## config.mk

```make
export PLATFORM = sky130hd
export DESIGN_NAME = mem_arb
export DESIGN_NICKNAME = d
export VERILOG_FILES = /design/src/rtl/mem_arb.sv
export SDC_FILE = /design/constraint.sdc
export NUM_CORES = 1
export LEC_CHECK = 0
export BUFFER_PORTS_ARGS = -buffer_cell sky130_fd_sc_hd__buf_2
export CORE_AREA = 2 2 161 163
export DETAILED_ROUTE_END_ITERATION = 10
export DIE_AREA = 0 0 163 165
export GPL_TIMING_DRIVEN = 1
export PLACE_DENSITY = 0.6
export SLEW_MARGIN = 30
export SYNTH_ARGS = -nofsm -noshare
export SYNTH_HDL_FRONTEND = slang
export SYNTH_SLANG_ARGS = --single-unit
```

## constraint.sdc

```tcl
create_clock -name clk -period 4.2 [get_ports clk]
set_input_delay 0.21 -clock clk [delete_from_list [all_inputs] [get_ports clk]]
set_output_delay 0.21 -clock clk [all_outputs]
set_load 0.005 [all_outputs]
```

## src/rtl/mem_arb.sv

```systemverilog
// Two-requester memory arbiter: icache/dcache share one memory port with a
// single outstanding transaction, round-robin on ties, timeout and error flagging.
module mem_arb #(
    parameter int ADDR_W  = 26,
    parameter int DATA_W  = 64,
    parameter int TIMEOUT = 255
) (
    input  logic              clk,
    input  logic              rst_aL,
    input  logic              icache_req_valid,
    input  logic [ADDR_W-1:0] icache_req_block_addr,
    output logic              icache_req_ready,
    output logic              icache_resp_valid,
    output logic [DATA_W-1:0] icache_resp_block_data,
    input  logic              dcache_req_valid,
    input  logic              dcache_req_type,
    input  logic [ADDR_W-1:0] dcache_req_block_addr,
    input  logic [DATA_W-1:0] dcache_req_block_data,
    output logic              dcache_req_ready,
    output logic              dcache_resp_valid,
    output logic [DATA_W-1:0] dcache_resp_block_data,
    output logic              mem_req_valid,
    output logic              mem_req_cache_type,
    output logic              mem_req_type,
    output logic [ADDR_W-1:0] mem_req_block_addr,
    output logic [DATA_W-1:0] mem_req_block_data,
    input  logic              mem_resp_valid,
    input  logic              mem_resp_cache_type,
    input  logic [DATA_W-1:0] mem_resp_block_data,
    output logic              busy,
    output logic              err
);
    typedef enum logic [1:0] {IDLE, ISSUE, WAIT} state_t;

    localparam logic [7:0] TO_LAST = 8'(TIMEOUT - 1);

    state_t            state;
    logic              lat_ctype;
    logic              lat_rtype;
    logic [ADDR_W-1:0] lat_addr;
    logic [DATA_W-1:0] lat_data;
    logic              last_grant;  // 0 icache, 1 dcache
    logic [7:0]        cnt;

    logic idle, issue, waiting;
    logic grant_i, grant_d;
    logic resp_match, resp_bad;

    assign idle    = (state == IDLE);
    assign issue   = (state == ISSUE);
    assign waiting = (state == WAIT);

    // On a tie the requester that did not win last time gets the grant.
    assign grant_i = icache_req_valid & (~dcache_req_valid | last_grant);
    assign grant_d = dcache_req_valid & (~icache_req_valid | ~last_grant);

    // Gated by reset so nothing is offered while the block is held in reset.
    assign icache_req_ready = rst_aL & idle & grant_i;
    assign dcache_req_ready = rst_aL & idle & grant_d;

    assign resp_match = waiting & mem_resp_valid & (mem_resp_cache_type == lat_ctype);
    assign resp_bad   = mem_resp_valid & ~resp_match;

    always_ff @(posedge clk or negedge rst_aL) begin
        if (!rst_aL) begin
            state      <= IDLE;
            lat_ctype  <= 1'b0;
            lat_rtype  <= 1'b0;
            lat_addr   <= '0;
            lat_data   <= '0;
            last_grant <= 1'b1;
            cnt        <= '0;
            err        <= 1'b0;
        end else begin
            if (resp_bad)
                err <= 1'b1;
            case (state)
                IDLE: begin
                    if (icache_req_ready) begin
                        lat_ctype  <= 1'b0;
                        lat_rtype  <= 1'b0;
                        lat_addr   <= icache_req_block_addr;
                        lat_data   <= '0;
                        last_grant <= 1'b0;
                        state      <= ISSUE;
                    end else if (dcache_req_ready) begin
                        lat_ctype  <= 1'b1;
                        lat_rtype  <= dcache_req_type;
                        lat_addr   <= dcache_req_block_addr;
                        lat_data   <= dcache_req_block_data;
                        last_grant <= 1'b1;
                        state      <= ISSUE;
                    end
                end
                ISSUE: begin
                    cnt   <= '0;
                    state <= WAIT;
                end
                WAIT: begin
                    if (resp_match) begin
                        state <= IDLE;
                    end else if (cnt == TO_LAST) begin
                        err   <= 1'b1;
                        state <= IDLE;
                    end else begin
                        cnt <= cnt + 8'd1;
                    end
                end
                default: state <= IDLE;
            endcase
        end
    end

    assign mem_req_valid      = issue;
    assign mem_req_cache_type = issue & lat_ctype;
    assign mem_req_type       = issue & lat_rtype;
    assign mem_req_block_addr = issue ? lat_addr : '0;
    assign mem_req_block_data = issue ? lat_data : '0;

    // Write acks carry no data back to the dcache.
    assign icache_resp_valid      = resp_match & ~lat_ctype;
    assign icache_resp_block_data = icache_resp_valid ? mem_resp_block_data : '0;
    assign dcache_resp_valid      = resp_match & lat_ctype;
    assign dcache_resp_block_data = (dcache_resp_valid & ~lat_rtype) ? mem_resp_block_data : '0;

    assign busy = ~idle;
endmodule

```

---- Yosys cells after proc, flatten, opt, wreduce, memory -nomap -nowiden ----
Cells that the tools add are included.
storage, ports and cells
  bits in registers ....................... 104
  input bits .............................. 187
  output and inout bits ................... 227
operators by class
  add/subtract/negate cells ............... 1
  equal/unequal tests ..................... 8
  multiplexer cells ....................... 24
  bitwise gates (word level) .............. 22
  reductions and logical operators ........ 6
operators with widths
  kind                 count
  $mux 64              5
  $mux 26              3
  $mux 8               2
  $pmux 8 s2           1
  $and 1x1->1          13
  $add 8x1->8 const B  1
  $eq 8x8->1 const B   1
  $mux 1               8
  $mux 2               4
  $not 1->1            7
  $pmux 2 s3           1
  $ne 2x2->1 const B   2
  $reduce_and 2->1     2
  $reduce_bool 2->1    2
  $ne 3x1->1 const B   1
  $ne 3x3->1 const B   1
  $reduce_and 3->1     1
  $eq 2x1->1 const B   1
  $eq 2x2->1 const B   1
  $logic_not 2->1      1
  $or 1x1->1           2
  $eq 1x1->1           1

---- Logic depth before layout (Yosys ltp) ----
  depth in word-level cells ............... 9
  depth in mapped cells ................... 9

---- Worst setup path before layout ----
Ideal clock, no wire load.
  kind .................................... flip-flop to output port
  from .................................... register state[0]
  to ...................................... output port dcache_resp_block_data[10]
  arrival ................................. 1.587 ns
  slack ................................... 2.403 ns
  stages on the path, launching flop included .. 9
  cell sequence ........................... dfrtp_1 > inv_1 > ha_1 > buf_4 > and4_1 > nor2b_1 > buf_2 > clkbuf_1 > and2_1
on the way
  word-level cells in the longest chain between the ends .. 6
ends and longest elaborated chain
  element                    line  text
  start, declared            37    state_t state;
  start signal, assigned     66    state <= IDLE;
  start signal, assigned     85    state <= ISSUE;
  start signal, assigned     92    state <= ISSUE;
  $eq 2x2->1                 51    assign waiting = (state == WAIT);
  $and 1x1->1 (2 in series)  61    assign resp_match = waiting & mem_resp_valid & (mem_resp_cache_type == lat_ctype);
  $and 1x1->1                123   assign dcache_resp_valid = resp_match & lat_ctype;
  via dcache_resp_valid      20    output logic dcache_resp_valid,
  $and 1x1->1                124   assign dcache_resp_block_data = (dcache_resp_valid & ~lat_rtype) ? mem_resp_block_data : '0;
  $mux 64                    124
  end, declared              21    output logic [DATA_W-1:0] dcache_resp_block_data,
The timed path passes the listed nets, and every way through them passes these cells.

---- Worst setup path in the final report ----
  from .................................... register state[0]
  to ...................................... output port dcache_resp_block_data[57]
on the way
  word-level cells in the longest chain between the ends .. 6
ends and longest elaborated chain
  element                    line
  $eq 2x2->1                 51
  $and 1x1->1 (2 in series)  61
  $and 1x1->1                123
  $and 1x1->1                124
  $mux 64                    124
No other way between the ends.

==> out/results.ini <==
[synthesis]
synth_top_area_cell = dfrtp_1
yosysWarnings = 0
synthArstFlopShare_pct = 100.0
yosys-top-cells-count = and2_1 (221), dfrtp_1 (103), a22o_1 (65)
synth_cell_types = 35
synthCells = 591
ys_ff_latch = 104
yosysMostFrequentCell = and2_1
syn-cell-area_um2 = 5802
synth.avg_cell_area_um2 = 9.817
synth-main-ff-cell = dfrtp_1
synth-edff-count = 0
yosysSeqAreaShare_pct = 44.88
synth_top_area_share_pct = 44.43
synth_nets = 784
synth_area_leaders = dfrtp_1 (44%), and2_1 (24%), a22o_1 (9.8%), mux2i_1 (4.5%), o21ai_0 (2.8%)

[global_routing]
antenna_found_initial = 12
grtUsageTotal_pct = 16.07
grt_pass1_wl_mm = 32.29
grt.overflow.total = 0
grt_pass1_vias = 5525
grt_max_degree = 79

[critical_path]
worstRegToRegCells = 7
crit_chain = inv_1 -> ha_1 -> and4_1 -> nor2b_4 -> buf_16 -> and2_1 -> buf_2
end_kind = output port
critical_path_required_ns = 3.99
worst_ep_arrival_time_ns = 2.66
rr_startpoint = state[1]$_DFFE_PN0P_
critPathLaunch = state[0]$_DFFE_PN0P_
criticalPathCategory = reg2out
start_kind = register
r2r-end = lat_addr[5]$_DFFE_PN0P_
crit_end = dcache_resp_block_data[57]
critPathSlowestCell = nor2b_4
slowest_delay_ns = 0.58
cp_max_fo = 36
rrSetupSlack_ns = 1.78

[timing]
worst_pin_slew_ns = 0.7848
hold_violations = 0
fmax_mhz = 348.3
slew_headroom_pct = 47.68
fin_crit_ns = 2.871
period_share_pct = 68.37
setup_tns_ns = 0
setup_violations = 0
skew_ns = 0.01410
rsz0062_at_grt = no
final_max_slew_viol_count = 0
setup_slack_ns = 1.329

[floorplanning]
rows = 58
core_region_area_um2 = 25040
start_util_pct = 23.17
die_h_um = 165
io_pins = 414
die_x_um = 163
fp.dieArea_um2 = 26900

[cells_and_area]
fillers = 2624
nNetsFinal = 1168
drive_gt1_share_pct = 45.51
utilization_pct = 33.98
design_area_um2 = 8507
area_growth_syn_to_layout_pct = 46.63

[clocking]
clock_path_buffers = 2
clock_sinks = 104
cts_root_buf = clkbuf_16
numCtsBuffers = 9
post-cts-setup-buffers = 0
htree_levels = 3
cts_hold_buf = 1
clock_latency_ns = 0.35
post_cts_resized = 0
cts.clk_slew.worst_paths_ns = 0.08
cts_tree = built

[hold_path]
hold_class = in2reg
min_path_cells = 3

[placement]
place_hpwl_mm = 17.72
pre_cts_slack_ns = 1.679
dpl-instance-area_um2 = 8145
io_buffers = 413
gp_congestion = 0.8630

[routing]
vias_per_cell = 4.343
wl_mm = 22.68
detail-route-antenna-nets = 0
drt_iter0_drc = 236
dr.pass1.iters = 4
wl_per_cell_um = 17.17
drc = 0
num_vias = 5737

[run_status]
status = finished clean

[power_and_ir_drop]
max-vdd-ir-drop_uv = 224.1
p_leak_uw = 0.004764
power_uw = 4361
power_density_nw_per_um2 = 512.6

[flow_run]
cap_violations = 0

## through the flow
| stage | instances | hold WS, ns |
|---|---|---|
| global route | 1316 | 0.06175 |
| CTS | 1310 | 0.03794 |
| global placement | 1292 | 0.2792 |
| floorplan | 591 | -0.08559 |
| finish | 1321 | 0.05834 |
| detailed placement | 1293 | 0.2759 |
## flip-flops by register name, indices dropped and copies added (netlist names)
| signal | count |
|---|---|
| lat_rtype | 1 |
| last_grant | 1 |
| lat_data | 64 |
| cnt | 8 |
| state | 2 |
| err | 1 |
| lat_addr | 26 |
| lat_ctype | 1 |
## cell usage in the layout, fill, tap and decap left out, types with 2 or more instances in the layout
cell type | Yosys | final
nand2b_1 | 4 | 4
buf_2 | 19 | 412
o41ai_1 | 3 | 3
ha_1 | 6 | 5
nand3_1 | 7 | 7
and3_1 | 3 | 3
o311ai_0 | 3 | 3
mux2_2 | 2 | 2
dfrtp_1 | 103 | 103
nand2_1 | 30 | 30
mux2i_1 | 26 | 26
bufinv_16 | 0 | 2
and2_1 | 221 | 221
a31oi_1 | 3 | 3
a22o_1 | 65 | 65
inv_1 | 6 | 6
a21oi_4 | 0 | 2
diode_2 | 0 | 11
clkbuf_16 | 0 | 9
a31o_2 | 2 | 2
o21ai_0 | 32 | 32
a41o_1 | 2 | 2
nor2_1 | 10 | 9
clkbuf_1 | 21 | 2
buf_4 | 1 | 6
and4_1 | 2 | 2
## kinds of logic after synthesis
kind of cell               share of synthesized area (%)
AOI/OAI and AO/OA                                  15.20
xor gates and xnor gates                          0.1510
adders and majority gates                          1.294
buffers and inverters                              4.874
DFF                                                44.88
muxes                                              4.874
and+or+nand+nor                                    28.73
## power breakdown
group	internal (uW)	switching, uW
logic	858	884
registers	1450	255
clock network	525	388
total	2830	1530
## metal layers
metal	wire (um)	GRT usage (%)
met1	8865	18.25
met2	11460	28.74
met3	1552	3.591
met4	778	7.401
met5	28	0
## final cells by class
type	instances	area [um^2]	share of cell area, %
Antenna cell	11	27.53	0.3236
Clock inverter	5	81.33	0.9560
Sequential cell	104	2604	30.61
Timing Repair Buffer	421	2165	25.44
Clock buffer	11	232.7	2.736
Multi-Input combinational cell	433	2962	34.81
Tap cell	330	412.9	4.854
Inverter	6	22.52	0.2647
## worst min path at each step
stage	from	endpoint	slack [ns]
finish	icache_req_block_addr[24]	lat_addr[24]$_DFFE_PN0P_	0.06
global route	icache_req_block_addr[8]	lat_addr[8]$_DFFE_PN0P_	0.06
CTS	icache_req_block_addr[8]	lat_addr[8]$_DFFE_PN0P_	0.04
detailed placement	rst_aL	lat_data[10]$_DFFE_PN0P_	0.28
global placement	rst_aL	lat_data[12]$_DFFE_PN0P_	0.28
floorplan	rst_aL	cnt[0]$_DFFE_PN0P_	-0.09
## critical path, delay by kind of cell (launching register included)
| family | cells | cell delay, ns |
|---|---|---|
| AND/OR/NAND/NOR | 3 | 1.07 |
| buffers and inverters | 3 | 0.47 |
| flip-flops | 1 | 0.43 |
| adder cells (fa/ha/maj) | 1 | 0.35 |
Note: power is estimated with default switching activity, not from simulation.
